===== src/rtl/rvvi_pkg.sv =====
// Shared definitions for the RVVI trace packetiser: header layout and FSM state encoding.
package rvvi_pkg;

  localparam logic [15:0] RVVI_MAGIC = 16'h5256;

  localparam int unsigned HDR_WORDS_LSB = 0;
  localparam int unsigned HDR_CH_LSB    = 8;
  localparam int unsigned HDR_MAGIC_LSB = 16;

  typedef enum logic [2:0] {INIT, ARB, HEADER, PAYLOAD, GAP} rvvi_pkt_state_t;

  function automatic logic [31:0] rvvi_header(input logic [7:0] ch, input logic [7:0] words);
    logic [31:0] h;
    h = '0;
    h[HDR_MAGIC_LSB +: 16] = RVVI_MAGIC;
    h[HDR_CH_LSB    +: 8]  = ch;
    h[HDR_WORDS_LSB +: 8]  = words;
    return h;
  endfunction

endpackage


===== src/rtl/rvvi_chan_fifo.sv =====
// Per-channel record FIFO; the head record stays put until popped so a packet in flight is never disturbed.
module rvvi_chan_fifo #(
  parameter int unsigned WIDTH = 448,
  parameter int unsigned DEPTH = 4
) (
  input  logic             clk,
  input  logic             reset,
  input  logic             push,
  input  logic [WIDTH-1:0] din,
  input  logic             pop,
  output logic [WIDTH-1:0] head,
  output logic             full,
  output logic             empty,
  output logic             almost_full
);

  localparam int unsigned AW = (DEPTH > 1) ? $clog2(DEPTH) : 1;
  localparam int unsigned CW = $clog2(DEPTH + 1);

  logic [WIDTH-1:0] mem [DEPTH];
  logic [AW-1:0]    wr_ptr;
  logic [AW-1:0]    rd_ptr;
  logic [CW-1:0]    count;
  logic             do_push;
  logic             do_pop;

  assign full        = (count == CW'(DEPTH));
  assign empty       = (count == '0);
  assign almost_full = (count >= CW'(DEPTH - 1));
  assign do_pop      = pop && !empty;
  // A pop frees the slot in the same edge, so a full FIFO still accepts a push then.
  assign do_push     = push && (!full || do_pop);
  assign head        = mem[rd_ptr];

  always_ff @(posedge clk) begin
    if (reset) begin
      wr_ptr <= '0;
      rd_ptr <= '0;
      count  <= '0;
    end else begin
      if (do_push) wr_ptr <= wr_ptr + 1'b1;
      if (do_pop)  rd_ptr <= rd_ptr + 1'b1;
      if (do_push && !do_pop)      count <= count + 1'b1;
      else if (!do_push && do_pop) count <= count - 1'b1;
    end
  end

  always_ff @(posedge clk) begin
    if (do_push) mem[wr_ptr] <= din;
  end

endmodule


===== src/rtl/rvvi_mc_packetizer.sv =====
// Multi-hart RVVI trace serialiser: per-channel FIFOs, round-robin arbitration and
// header + payload framing onto an AXI4-Stream byte-lane bus.
module rvvi_mc_packetizer
  import rvvi_pkg::*;
#(
  parameter int unsigned NUM_CH        = 2,
  parameter int unsigned RVVI_WIDTH    = 448,
  parameter int unsigned DATA_WIDTH    = 32,
  parameter int unsigned FIFO_DEPTH    = 4,
  parameter logic [31:0] INIT_TIME_OUT = 32'd4,
  parameter logic [31:0] PACKET_DELAY  = 32'd2
) (
  input  logic                              clk,
  input  logic                              reset,
  input  logic [NUM_CH-1:0]                 RvviValid,
  input  logic [NUM_CH-1:0][RVVI_WIDTH-1:0] Rvvi,
  output logic                              ExternalStall,
  output logic [DATA_WIDTH-1:0]             TData,
  output logic [DATA_WIDTH/8-1:0]           TKeep,
  output logic                              TValid,
  output logic                              TLast,
  input  logic                              TReady,
  output logic [31:0]                       PacketCount,
  output logic [NUM_CH-1:0]                 Overflow
);

  localparam int unsigned WORDS = (RVVI_WIDTH + DATA_WIDTH - 1) / DATA_WIDTH;
  localparam int unsigned KW    = DATA_WIDTH / 8;
  localparam int unsigned REM   = (RVVI_WIDTH / 8) % KW;
  localparam logic [KW-1:0] LAST_KEEP = (REM == 0) ? {KW{1'b1}} : KW'((1 << REM) - 1);
  localparam int unsigned CHW   = (NUM_CH > 1) ? $clog2(NUM_CH) : 1;
  localparam int unsigned BW    = (WORDS > 1) ? $clog2(WORDS) : 1;
  // Both waits include the ARB cycle, so the header lands exactly INIT_TIME_OUT
  // cycles after reset and PACKET_DELAY idle cycles after tlast (minimum one).
  localparam int unsigned INIT_CYC = (INIT_TIME_OUT > 1) ? INIT_TIME_OUT - 1 : 1;
  localparam int unsigned GAP_CYC  = (PACKET_DELAY > 1) ? PACKET_DELAY - 1 : 0;
  localparam int unsigned MAXT     = (INIT_CYC > GAP_CYC) ? INIT_CYC : GAP_CYC;
  localparam int unsigned TW       = (MAXT > 1) ? $clog2(MAXT) : 1;

  rvvi_pkt_state_t state, state_next;

  logic [TW-1:0]          tmr;
  logic [BW-1:0]          beat;
  logic [CHW-1:0]         cur_ch;
  logic [CHW-1:0]         rr;
  logic [CHW-1:0]         rr_next;
  logic [CHW:0]           rr_inc;
  logic [CHW:0]           arb_idx;
  logic [CHW-1:0]         arb_ch;
  logic                   arb_found;
  logic                   last_beat;
  logic                   last_hs;

  logic [NUM_CH-1:0]      pop;
  logic [NUM_CH-1:0]      full;
  logic [NUM_CH-1:0]      empty;
  logic [NUM_CH-1:0]      afull;
  logic [RVVI_WIDTH-1:0]  head [NUM_CH];
  logic [WORDS-1:0][DATA_WIDTH-1:0] cur_words;

  for (genvar g = 0; g < NUM_CH; g++) begin : g_ch
    assign pop[g] = last_hs && (cur_ch == CHW'(g));

    rvvi_chan_fifo #(
      .WIDTH (RVVI_WIDTH),
      .DEPTH (FIFO_DEPTH)
    ) u_fifo (
      .clk         (clk),
      .reset       (reset),
      .push        (RvviValid[g]),
      .din         (Rvvi[g]),
      .pop         (pop[g]),
      .head        (head[g]),
      .full        (full[g]),
      .empty       (empty[g]),
      .almost_full (afull[g])
    );
  end

  assign cur_words = (WORDS * DATA_WIDTH)'(head[cur_ch]);
  assign last_beat = (beat == BW'(WORDS - 1));
  assign last_hs   = (state == PAYLOAD) && TReady && last_beat;

  always_comb begin
    arb_found = 1'b0;
    arb_ch    = '0;
    arb_idx   = '0;
    for (int unsigned i = 0; i < NUM_CH; i++) begin
      arb_idx = {1'b0, rr} + (CHW + 1)'(i);
      if (arb_idx >= (CHW + 1)'(NUM_CH)) arb_idx = arb_idx - (CHW + 1)'(NUM_CH);
      if (!arb_found && !empty[arb_idx[CHW-1:0]]) begin
        arb_found = 1'b1;
        arb_ch    = arb_idx[CHW-1:0];
      end
    end
  end

  always_comb begin
    rr_inc  = {1'b0, arb_ch} + 1'b1;
    rr_next = (rr_inc >= (CHW + 1)'(NUM_CH)) ? '0 : rr_inc[CHW-1:0];
  end

  always_ff @(posedge clk) begin
    if (reset) state <= INIT;
    else       state <= state_next;
  end

  always_comb begin
    state_next = state;
    case (state)
      INIT:    if (tmr == TW'(INIT_CYC - 1)) state_next = ARB;
      ARB:     if (arb_found) state_next = HEADER;
      HEADER:  if (TReady) state_next = PAYLOAD;
      PAYLOAD: if (last_hs) state_next = (GAP_CYC == 0) ? ARB : GAP;
      GAP:     if (tmr == TW'(GAP_CYC - 1)) state_next = ARB;
      default: state_next = INIT;
    endcase
  end

  always_comb begin
    TValid = 1'b0;
    TLast  = 1'b0;
    TData  = '0;
    TKeep  = '0;
    case (state)
      HEADER: begin
        TValid      = 1'b1;
        TData[31:0] = rvvi_header(8'(cur_ch), 8'(WORDS));
        TKeep       = '1;
      end
      PAYLOAD: begin
        TValid = 1'b1;
        TData  = cur_words[beat];
        TLast  = last_beat;
        TKeep  = last_beat ? LAST_KEEP : '1;
      end
      default: ;
    endcase
  end

  always_ff @(posedge clk) begin
    if (reset) begin
      tmr           <= '0;
      beat          <= '0;
      cur_ch        <= '0;
      rr            <= '0;
      PacketCount   <= '0;
      ExternalStall <= 1'b0;
      Overflow      <= '0;
    end else begin
      ExternalStall <= |afull;
      Overflow      <= Overflow | (RvviValid & full & ~pop);
      tmr           <= (state_next != state) ? '0 : tmr + 1'b1;
      if (state == ARB && arb_found) begin
        cur_ch <= arb_ch;
        rr     <= rr_next;
      end
      if (state == HEADER)                beat <= '0;
      else if (state == PAYLOAD && TReady) beat <= beat + 1'b1;
      if (last_hs) PacketCount <= PacketCount + 32'd1;
    end
  end

endmodule


===== config.mk =====
export PLATFORM = sky130hd
export DESIGN_NAME = rvvi_mc_packetizer
export DESIGN_NICKNAME = d
export VERILOG_FILES = /design/src/rtl/rvvi_pkg.sv /design/src/rtl/rvvi_chan_fifo.sv /design/src/rtl/rvvi_mc_packetizer.sv
export SDC_FILE = /design/constraint.sdc
export NUM_CORES = 2
export LEC_CHECK = 0
export BUFFER_PORTS_ARGS = -buffer_cell sky130_fd_sc_hd__buf_2
export CAP_MARGIN = 20
export CORE_UTILIZATION = 60
export DETAILED_ROUTE_END_ITERATION = 7
export MAX_ROUTING_LAYER = met4
export PLACE_DENSITY = 0.77
export RECOVER_POWER = 100
export SLEW_MARGIN = 25
export SYNTH_ARGS = -nofsm -noshare
export SYNTH_HDL_FRONTEND = slang
export SYNTH_HIERARCHICAL = 1
export SYNTH_SLANG_ARGS = --single-unit
export TNS_END_PERCENT = 30

===== constraint.sdc =====
create_clock -name clk -period 15.91 [get_ports clk]
set_clock_uncertainty 0.05 [all_clocks]
set_input_delay 0.7955 -clock clk [delete_from_list [all_inputs] [get_ports clk]]
set_output_delay 0.7955 -clock clk [all_outputs]
set_load 0.02 [all_outputs]

== After elaboration in Yosys (flattened, before gate mapping) ==
Memory sizes are Yosys's and may differ from the RTL's. A register that Yosys moved wholly into a read port is not among the register bits.
Cells that the tools add are included.

* Bitwise logic cells: 6
* Reduce and logical (&&, ||, !) cells: 35
* Add/sub/neg operators: 15
* Multiply operators: 0
* Order comparisons: 9
* Equal/unequal tests: 9
* Div/mod/pow operators: 0
* Shift-type cells: 0
* Mux-type cells: 38

{| class="wikitable"
|+ Operators by type and width
! kind !! count
|-
| 448-bit 2-to-1 mux || 3
|-
| 32-bit binary-select mux with 4-bit select || 1
|-
| 32-bit one-hot mux with 2 select lines || 1
|-
| 32-bit by 1-bit adder with 32-bit output, second input constant || 1
|-
| 32-bit 2-to-1 mux || 1
|-
| 3-bit 2-to-1 mux || 9
|-
| 1-bit 2-to-1 mux || 17
|-
| 3-bit one-hot mux with 5 select lines || 1
|-
| 1-bit logical AND || 14
|-
| 2-bit by 1-bit adder with 2-bit output, second input constant || 5
|-
| 3-bit == test, second input constant || 3
|-
| 1-bit logical NOT || 9
|-
| 3-bit logical NOT || 3
|-
| 2-bit 2-to-1 mux || 4
|-
| 2-bit OR reduction || 4
|-
| 3-bit by 1-bit adder with 3-bit output, second input constant || 2
|-
| 3-bit by 2-bit == test with 1-bit output, second input constant || 2
|-
| 2-bit greater-or-equal comparator, second input constant || 3
|-
| 3-bit by 2-bit greater-or-equal comparator with 1-bit output, second input constant || 2
|-
| 3-bit by 1-bit subtractor with 3-bit output, second input constant || 2
|-
| 4-bit by 5-bit less-than comparator with 1-bit output, second input constant || 1
|-
| 1-bit by 1-bit adder with 2-bit output, second input constant || 2
|-
| 4-bit by 1-bit adder with 4-bit output, second input constant || 1
|-
| 2-bit AND || 2
|-
| other kinds (15) || 19
|}

* Input bits: 901
* Latch bits: 0
* RAM bits: 3584
* Bits in registers: 60
* Memories: 2
* Memory bits (read-only): 0

{| class="wikitable"
|+ Memories
! memory !! words !! bits a word !! read ports !! clocked after Yosys merged registers in !! wr ports !! RTL line !! source
|-
| g_ch[0].u_fifo.mem || 4 || 448 || 1 || 1 || 1 || rvvi_chan_fifo.sv:20 || <nowiki>logic [WIDTH-1:0] mem [DEPTH];</nowiki>
|-
| g_ch[1].u_fifo.mem || 4 || 448 || 1 || 1 || 1 || rvvi_chan_fifo.sv:20 ||
|}

== Longest topological paths before layout ==
* Depth after elaboration: 12
* Mapped depth: 16
* Depth with buffers taken out: 13

== Modules after synthesis ==
The synthesis kept the hierarchy.

{| class="wikitable"
|+ By module, submodules not included
! module !! seq. area each (um^2) !! instances !! area an instance (um^2) !! cells each
|-
| rvvi_chan_fifo || 53991.8 || 2 || 65565.4 || 2389
|-
| rvvi_mc_packetizer || 920.9 || 1 || 9898.2 || 900
|}

== Worst setup path before layout ==
OpenSTA, ideal clock, no wires.

* Kind: register to register
* Start: register beat[1]
* End: memory g_ch[0].u_fifo.mem[0][0], enable pin
* Cell stages (with the launch flop): 12
* Path buffers: 3
* Arrival: 12.130 ns
* Slack: 2.860 ns
* Required time: 14.990 ns
* Period minus slack after synthesis: 13.050 ns
* Cell sequence: dfxtp_1 buf_4 buf_2 inv_2 ha_1 and3_2 nand2_1 buf_2 nor2_1 inv_1 a21boi_2 and2_1

* Word-level cells in the longest chain between the ends: 8

{| class="wikitable"
|+ Ends and longest elaborated chain
! what !! RTL line !! source
|-
| start, declared || rvvi_mc_packetizer.sv:43 || <nowiki>logic [BW-1:0] beat;</nowiki>
|-
| start signal, assigned || rvvi_mc_packetizer.sv:159 || <nowiki>else if (state == PAYLOAD && TReady) beat <= beat + 1'b1;</nowiki>
|-
| 4-bit == test || rvvi_mc_packetizer.sv:81 || <nowiki>assign last_beat = (beat == BW'(WORDS - 1));</nowiki>
|-
| 1-bit logical AND || rvvi_mc_packetizer.sv:82 || <nowiki>assign last_hs = (state == PAYLOAD) && TReady && last_beat;</nowiki>
|-
| 1-bit logical AND || rvvi_mc_packetizer.sv:62 || <nowiki>assign pop[g] = last_hs && (cur_ch == CHW'(g));</nowiki>
|-
| named net pop[0] || rvvi_mc_packetizer.sv:54 || <nowiki>logic [NUM_CH-1:0] pop;</nowiki>
|-
| 1-bit logical AND || rvvi_chan_fifo.sv:30 || <nowiki>assign do_pop = pop && !empty;</nowiki>
|-
| 1-bit logical OR || rvvi_chan_fifo.sv:32 || <nowiki>assign do_push = push && (!full || do_pop);</nowiki>
|-
| 1-bit logical AND || rvvi_chan_fifo.sv:32 ||
|-
| named net g_ch[0].u_fifo.do_push || rvvi_chan_fifo.sv:24 || <nowiki>logic do_push;</nowiki>
|-
| 1-bit 2-to-1 mux || rvvi_chan_fifo.sv:49 || <nowiki>if (do_push) mem[wr_ptr] <= din;</nowiki>
|-
| 1-bit 2-to-1 mux (not written as such) || rvvi_chan_fifo.sv:49 ||
|-
| end, declared || rvvi_chan_fifo.sv:20 ||
|}

The timed path passes the listed nets, and every way through them passes these cells.

== Worst setup path in the final report ==
* Start: register beat[1]
* End: memory g_ch[1].u_fifo.mem[3][368], enable pin

* Word-level cells in the longest chain between the ends: 8

{| class="wikitable"
|+ Ends and longest elaborated chain
! what !! RTL line
|-
| 4-bit == test || rvvi_mc_packetizer.sv:81
|-
| 1-bit logical AND || rvvi_mc_packetizer.sv:82
|-
| 1-bit logical AND || rvvi_mc_packetizer.sv:62
|-
| named net pop[1] || rvvi_mc_packetizer.sv:54
|-
| 1-bit logical AND || rvvi_chan_fifo.sv:30
|-
| 1-bit logical OR || rvvi_chan_fifo.sv:32
|-
| 1-bit logical AND || rvvi_chan_fifo.sv:32
|-
| named net g_ch[1].u_fifo.do_push || rvvi_chan_fifo.sv:24
|-
| 1-bit 2-to-1 mux || rvvi_chan_fifo.sv:49
|-
| 1-bit 2-to-1 mux (not written as such) || rvvi_chan_fifo.sv:49
|-
| end, declared || rvvi_chan_fifo.sv:20
|}

The timed path passes the listed nets, and every way through them passes these cells.

==> key figures <==
Outcome
  – Run status: complete, but fails checks
  – Violations in the final reports: capacitance limit, slew limit

STA
  – Transition at the pin with the smallest max-transition slack: 4.97 ns
  – Worst slew margin relative to its limit: -2.31
  – Period Utilization, post-route: 0.720
  – Achievable Freq: ~0.087 GHz
  – Setup violators final: 0
  – Total negative slack: 0 ns
  – Post-layout min period: roughly 11 ns
  – Number of pins with negative max-slew slack in the final report: around 1,000
  – Hold Vio Cnt, Final: 0
  – RSZ-0062 raised after global routing: false

Run
  – Number of maximum-capacitance constraint violations: 24

Yosys
  – EDFF count, synth: roughly 3,600
  – Post-synthesis net count: 6,596
  – Count of cell types in the netlist: 65
  – Netlist area before placement: roughly 140,000 µm²
  – Post-synthesis sequential element count: around 3,600
  – Post-Synthesis Cells: about 5,700
  – Library cell with the largest summed area after synthesis: sky130_fd_sc_hd__edfxtp_1
  – Most common flop cell mapped by yosys: sky130_fd_sc_hd__edfxtp_1
  – Asr flop ratio synth: 0
  – Top post-synthesis cells by area: sky130_fd_sc_hd__edfxtp_1 (76%), sky130_fd_sc_hd__mux4_2 (18%), sky130_fd_sc_hd__buf_12 (1.2%)
  – Share of the synthesized area in the top cell type: 0.763
  – Sequential cell area fraction in the yosys report: 0.772
  – Avg Synthesized Cell Area: ~25 µm²
  – YS warnings: 6

Detailed routing
  – Ratio of routed vias to standard cells: 6.70
  – Drt first-iter violations: between 10,000 and 15,000
  – DRT Pass-1 Iters: 7
  – Antenna-violating nets left: 0
  – Average wire per standard cell: 37.6 µm
  – Final WL: about 430 mm
  – Post-route DRC violation count: 0
  – Routed vias: ~76,000

Global route
  – Number of global-route vias before repair: approximately 76,000
  – Maximum number of pins on one net before global-route repair: 139
  – Number of antenna violations at the first check in global routing: around 240
  – Total global routing overflow: 0
  – Wire length of the first global-routing pass: ~580 mm
  – Aggregate global-route resource usage: 0.362

Clocking
  – Clock tree root buffer cell: sky130_fd_sc_hd__clkbuf_16
  – Clock insertion delay at the later pin of the skew report: 0.99 ns
  – Clock tree from TritonCTS: built
  – Number of buffers on the longest clock path: 4
  – Clock transition at the registers of the reported paths: 0.07 ns
  – Post-CTS setup buffers: 0
  – Clock H-tree levels: 5
  – CTS Sinks: 3,648
  – Num CTS Buffers: around 370

Final layout
  – Area growth syn-to-layout: 18.4%
  – Nets@finish: roughly 8,500
  – Layout cell share with drive strength beyond 1: 0.220
  – Share of the core filled with cells in the final layout: 0.716

Min path
  – Worst hold path cell count: 1
  – Type of the worst min-delay path: primary input to flop

Floorplan
  – Die area: roughly 240,000 µm²
  – Placement row count: around 180
  – Vertical die dimension: between 400 and 500 µm
  – IO Pins: a little under 1,000
  – Chip Width: slightly below 500 µm
  – Core Area: 233,000 µm²
  – Starting density of the core: 0.605

Setup path
  – Highest net fanout along the worst path: between 50 and 60
  – Worst Reg2Reg Path Length in Cells: 10
  – Critical path class: flop to flop
  – Startpoint Class: flop
  – Setup crit end kind: flop
  – Arrival time reported for the critical path endpoint: approximately 12 ns
  – Req. time, crit path: about 16 ns

Power and ir drop
  – VDD IR-drop max: around 0.12 mV
  – Pwr dens: about 130 nW/µm²
  – Leakage: 0.0510 µW

Place
  – Placer's final routability congestion estimate: about 0.9
  – Total half-perimeter wirelength after legalization and detailed placement: between 200 and 250 mm
  – Count of buffers from port buffering: between 900 and 1,000
[worst paths after layout]
check,startpoint,end,slack (ns)
worst max register to register,beat[1],g_ch[1].u_fifo/mem[3][368],4.45
worst min register to register,rr,rr,0.43
worst max-delay path,beat[1],g_ch[1].u_fifo/mem[3][368],4.45
worst min-delay path,Rvvi[144],g_ch[0].u_fifo/mem[1][144],0.12
[power breakdown]
part           leakage [µW]  internal [µW]  total, µW  switching (µW)
combinational        0.0120            725       1970            1250
clock               0.00563           4850       8520            3670
sequential           0.0334          11400      11600             212
total                0.0510          16900      22100            5130
[cells by family (layout without fill, tap and decap cells)]
logic type               after synthesis  count (layout)  synth area share
XOR/XNOR                              14              14          0.000869
AND/OR/NAND/NOR                      263             263            0.0100
buffers and inverters                328            2557            0.0218
AO/OA/AOI/OAI                        195             195           0.00983
flip-flops                          3648            3648             0.772
other                                  0             271                 0
adder cells (fa/ha/maj)               17              17           0.00161
multiplexers                        1213            1213             0.184
[cells in the mapped netlist (all sizes together), types with 23 or more instances]
master,instances
o31ai,23
mux2,29
a21oi,39
a22oi,30
nand2,50
edfxtp,3584
mux4,1097
nor2b,26
mux2i,87
buf,256
nor2,81
clkbuf,52
dfxtp,64
[worst max-delay path, stage by stage, from the launching register on]
cell and delay (ns):
sky130_fd_sc_hd__dfxtp_1 0.93, sky130_fd_sc_hd__inv_1 1.00, sky130_fd_sc_hd__ha_1 0.33, sky130_fd_sc_hd__and3_1 0.37
sky130_fd_sc_hd__nand3_1 0.17, sky130_fd_sc_hd__inv_1 0.17, sky130_fd_sc_hd__inv_1 0.05, sky130_fd_sc_hd__a21boi_0 0.63
sky130_fd_sc_hd__and2_0 3.63, sky130_fd_sc_hd__clkbuf_1 2.52, sky130_fd_sc_hd__buf_4 0.98
[flip-flops by register name (all words and copies together), names as in the netlist, named ones only]
register,cells
Overflow,2
tmr,2
PacketCount,32
rr,1
cur_ch,1
ExternalStall,1
g_ch.u_fifo/count,6
g_ch.u_fifo/wr_ptr,4
beat,4
g_ch.u_fifo/mem,3584
g_ch.u_fifo/rd_ptr,4
state,3
[metrics by stage]
| step | std cells | hold slack (ns) | power (µW) | setup WS (ns) | instance area (µm²) |
|---|---|---|---|---|---|
| 2_1_floorplan | 5678 | 0.381 | 12900 | 2.86 | 141000 |
| 3_3_place_gp | 9580 | 0.393 | 13300 | 9.05 | 148000 |
| 3_5_place_dp | 9580 | 0.409 | 13400 | 9.05 | 148000 |
| 4_1_cts | 11000 | 0.00000999 | 21900 | 8.02 | 168000 |
| 5_1_grt | 11300 | 0.0808 | 22500 | 4.18 | 167000 |
| 6_report | 11300 | 0.124 | 22100 | 4.45 | 167000 |
[metal layers]
layer,vias up,track usage,part of all wire
met2,6549,0.556,0.48
met1,39100,0.457,0.33
met3,1231,0.0822,0.12
met5,-,-,0
li1,29000,-,-
met4,0,0.191,0.066
[final cells by class]
type                       instances  area, µm²
sequential                      3648     109000
antenna                          271        678
clock inverter                   185       1810
timing repair buffer            1890      12900
clock buffer                     462       9710
inverter                          20       75.1
fill                           13200      66200
tap                             3132       3920
multi-input combinational       1702      29000
[what timing repair did]
action | in CTS | in global routing
gates resized for setup | 0 | 0
hold buffers | 808 | 0
hold endpoints to repair | 3102 | 0
[cells in the final DEF, fill, tap and decap left out, drive strengths merged, types with 29 or more instances in the layout]
cell	synthesis	layout
bufinv	0	33
diode	0	271
buf	256	108
clkbuf	52	1436
dlygate4sd3	0	808
clkinv	0	135
nand2	50	50
nor2	81	81
a21oi	39	39
mux4	1097	1097
a22oi	30	30
inv	20	31
dfxtp	64	64
mux2	29	29
edfxtp	3584	3584
mux2i	87	87
Note: power is estimated with default switching activity, not from simulation.
